==> config.mk <==
export PLATFORM = sky130hd
export DESIGN_NAME = mem_bist_master
export DESIGN_NICKNAME = d
export VERILOG_FILES = /design/src/rtl/mem_bist_master.sv
export SDC_FILE = /design/constraint.sdc
export NUM_CORES = 1
export LEC_CHECK = 0
export BUFFER_PORTS_ARGS = -buffer_cell sky130_fd_sc_hd__buf_4
export CAP_MARGIN = 20
export CORE_ASPECT_RATIO = 2
export CORE_UTILIZATION = 58
export CTS_CLUSTER_DIAMETER = 80
export DETAILED_ROUTE_END_ITERATION = 8
export PLACE_DENSITY_LB_ADDON = 0.1
export SYNTH_ARGS = -nofsm -noshare
export SYNTH_HDL_FRONTEND = slang
export SYNTH_SLANG_ARGS = --single-unit
==> constraint.sdc <==
create_clock -name clk -period 4.08 [get_ports clk]
set_input_delay 0.816 -clock clk [delete_from_list [all_inputs] [get_ports clk]]
set_output_delay 0.816 -clock clk [all_outputs]
set_load 0.02 [all_outputs]
==> src/rtl/mem_bist_master.sv <==
// Memory self-test initiator: writes seed^addr everywhere, reads back,
// compares and reports a pass/fail summary over a valid/ready port.
module mem_bist_master #(
    parameter int WIDTH      = 8,
    parameter int DEPTH      = 16,
    parameter int ADDR_WIDTH = 4
) (
    input  logic                  clk,
    input  logic                  res,
    input  logic                  start,
    input  logic [WIDTH-1:0]      seed,
    output logic                  valid,
    input  logic                  ready,
    output logic                  wr_rd,
    output logic [ADDR_WIDTH-1:0] addr,
    output logic [WIDTH-1:0]      wdata,
    input  logic [WIDTH-1:0]      rdata,
    output logic                  busy,
    output logic                  done,
    output logic                  pass,
    output logic [ADDR_WIDTH:0]   err_count,
    output logic [ADDR_WIDTH-1:0] first_err_addr
);

    typedef enum logic [1:0] {
        S_IDLE,
        S_WRITE,
        S_READ,
        S_DONE
    } state_t;

    localparam logic [ADDR_WIDTH-1:0] LAST = ADDR_WIDTH'(DEPTH - 1);

    state_t                state;
    logic [WIDTH-1:0]      seed_q;
    logic                  hs;
    logic                  mism;
    logic [ADDR_WIDTH-1:0] addr_nx;

    // Address is zero-extended or truncated to the data width.
    function automatic logic [WIDTH-1:0] pat(
        input logic [WIDTH-1:0]      s,
        input logic [ADDR_WIDTH-1:0] a
    );
        logic [WIDTH+ADDR_WIDTH-1:0] w;
        w = {{WIDTH{1'b0}}, a};
        return s ^ w[WIDTH-1:0];
    endfunction

    assign hs      = valid && ready;
    assign addr_nx = addr + ADDR_WIDTH'(1);
    assign mism    = (rdata != pat(seed_q, addr));

    always_ff @(posedge clk or negedge res) begin
        if (!res) begin
            state          <= S_IDLE;
            seed_q         <= '0;
            valid          <= 1'b0;
            wr_rd          <= 1'b0;
            addr           <= '0;
            wdata          <= '0;
            busy           <= 1'b0;
            done           <= 1'b0;
            pass           <= 1'b0;
            err_count      <= '0;
            first_err_addr <= '0;
        end else begin
            unique case (state)
                S_IDLE: begin
                    if (start) begin
                        state          <= S_WRITE;
                        seed_q         <= seed;
                        valid          <= 1'b1;
                        wr_rd          <= 1'b1;
                        busy           <= 1'b1;
                        addr           <= '0;
                        wdata          <= seed;
                        err_count      <= '0;
                        pass           <= 1'b0;
                        first_err_addr <= '0;
                    end
                end
                S_WRITE: begin
                    if (hs) begin
                        if (addr == LAST) begin
                            state <= S_READ;
                            wr_rd <= 1'b0;
                            addr  <= '0;
                            wdata <= '0;
                        end else begin
                            addr  <= addr_nx;
                            wdata <= pat(seed_q, addr_nx);
                        end
                    end
                end
                S_READ: begin
                    if (hs) begin
                        if (mism) begin
                            err_count <= err_count + (ADDR_WIDTH+1)'(1);
                            if (err_count == '0)
                                first_err_addr <= addr;
                        end
                        // pass must already reflect this final compare
                        if (addr == LAST) begin
                            state <= S_DONE;
                            valid <= 1'b0;
                            busy  <= 1'b0;
                            done  <= 1'b1;
                            addr  <= '0;
                            pass  <= (err_count == '0) && !mism;
                        end else begin
                            addr <= addr_nx;
                        end
                    end
                end
                S_DONE: begin
                    state <= S_IDLE;
                    done  <= 1'b0;
                end
                default: state <= S_IDLE;
            endcase
        end
    end

endmodule

==> metrics.txt <==
outcome=finished clean; max incr delay on CP=0.62 ns; CTS tree=done; Pwr Density=around 260 nW/µm²; TritonCTS Buffers=5; met1 Use GR=0.297; register area share after synthesis=0.422; number of remaining DRC errors=0; drt pass-1 iters=4; CP Class=flop to flop; area of the mapped netlist=a little over 2000 µm²; I/O Buffers=45; detailed-route vias per instance=about 5.7; Final HPWL DP=3.37 mm; worst skew pair latency=between 0.2 and 0.3 ns; Placed Area=roughly 2400 µm²; WL/cell=around 15 µm; ys async rst share=1.00; Post-synth EDFFs=0; CP cell instances=inv_1 > ha_1 > nand3_1 > a21oi_1 > o31a_1 > o221ai_1; hold slack=between 0.4 and 0.5 ns; RSZ-0062 raised after global routing=false; Finished Core Util=0.736; setup TNS=0 ns; slew margin rel.=0.404; CTS clk-pin slew, worst paths=0.07 ns; FMAX=just under 400 MHz; CTS Sinks=35; GPL Wtd Cong=~0.83; VDD IR max=~0.32 mV; first-pass GRT wire length=7.58 mm; dpl cells=around 290; #FFs+latches synth=35; DIE AREA=3830 µm²; Detailed Route Iter0 Violations=32; M3 GR Usage=0.0417; H-tree depth=2; post-place setup slack=~1.6 ns; top_reg_cell synth=dfrtp_1; DIE HEIGHT=86.6 µm; final worst slack=~1.6 ns; final instance area=2510 µm²; Ports=46; vias in the first global route=about 1.7k; Startpoint Class=flop; Antenna Nets Post-Route=0; post-CTS resize count=0; syn_nets=231; minimum clock period=around 2.5 ns; global routing usage on met2=0.481; CTS Root Cell=clkbuf_8; CTS hold repair buffers=0; Synth Instances=204; initial core utilization=0.607; fin crit share=0.619; CP Data Required Time=between 4 and 5 ns; area delta synth->final=21.3%; Max clock buf depth=2; final setup violation count=0; Hold Vio Cnt, Final=0; worst slew pin tran=about 0.88 ns; commonest non-fill, non-tap cell in the layout=buf_4; Worst Hold Class=input pin to asynchronous set/reset pin; fin nets=roughly 270; initial antenna violation count=0; max cap viols=0; grt total ovfl=0; Synth warnings=0; postcts setup bufs=0; busiest grt layer=met2; Critical Path AT=between 2 and 3 ns; antenna fix cells=0; Die X=roughly 44 µm; Final Non-Filler Cells=just under 300; Routed WL=4.49 mm; crit path max-delay cell type=ha_1; Core Rows=30; Design Power=656 µW; Vias=between 1.5k and 2k; fraction of layout instances using a drive strength above 1=0.298; synth unique cells=43; Max Slew Vio Count=0; Setup crit end kind=flop; Pleak=1.21 nW; Critical Path Fanout Max=25; skew final=0.00397 ns; Mapped Avg Cell Area=just over 10 µm²; core area=roughly 3400 µm²; gr usage total=0.267; most frequent cells in the layout=buf_4 (46), dfrtp_1 (35), a21oi_1 (17), nand3_1 (15); largest net degree at the start of global routing=36
metal layers:
metal / part of all wire / wire length [µm]
met1: 0.38 / 1680
met2: 0.57 / 2560
met4: 0.024 / 107
met5: 0 / 0
met3: 0.031 / 141
power by group:
part           switching (mW)  total [mW]  internal, mW
clock network           0.125       0.279         0.154
registers                   0       0.347         0.347
logic                  0.0146      0.0300        0.0154
cells by family after synthesis:
group,share of synthesized area
flops,0.422
compound gates,0.164
mux,0.0585
buf+inv,0.0543
xor+xnor,0.0851
fa+ha+maj,0.0422
simple gates,0.173
state kept, by name, indices dropped and copies added (netlist names), 2 cells and up:
| signal | count |
|---|---|
| wdata | 8 |
| err_count | 5 |
| addr | 4 |
| first_err_addr | 4 |
| state | 2 |
| seed_q | 8 |
cells in the mapped netlist, drive strengths merged (3+ instances only):
library cell  count  area [µm²]
dfrtp            35         876
xnor2             7        61.3
clkbuf            6        22.5
nand3            15        75.1
and3              7        43.8
mux2              9         101
nor2             11        41.3
o221ai            5        50.0
buf               4        41.3
ha                7        87.6
o21ai             6        30.0
a21oi            18        93.8
inv              13        48.8
xnor3             4        97.6
nand2b            3        18.8
nand2            13        48.8
o311ai            3        26.3
nand4             6        52.6
o211ai            4        30.0
nor3b             3        22.5
critical path, delay by kind of cell (launching register included):
kind                     cells  cell delay, ns
AO/OA/AOI/OAI                3            1.13
adder cells (fa/ha/maj)      1            0.62
flip-flops                   1            0.42
AND/OR/NAND/NOR              1            0.13
buffers and inverters        1            0.09
path summary, 6_finish.rpt:
path	startpoint	end	slack [ns]	cells past startpoint
max	state[0]	first_err_addr[0]	1.55	6
min	res	first_err_addr[2]	0.47	1
max reg2reg	state[0]	first_err_addr[0]	1.55	6
min reg2reg	wr_rd	wr_rd	0.51	1
max in group asynchronous	res	state[1]	3.28	1
min in group clk	wr_rd	wr_rd	0.51	1
cell type report:
class                           count  area [µm²]
Sequential cell                    35         876
Fill cell                         285         901
Multi-Input combinational cell    146        1080
Tap cell                           48        60.1
Clock buffer                        8         100
Timing Repair Buffer               46         345
Inverter                           13        48.8
(Power assumes the default switching activity.)
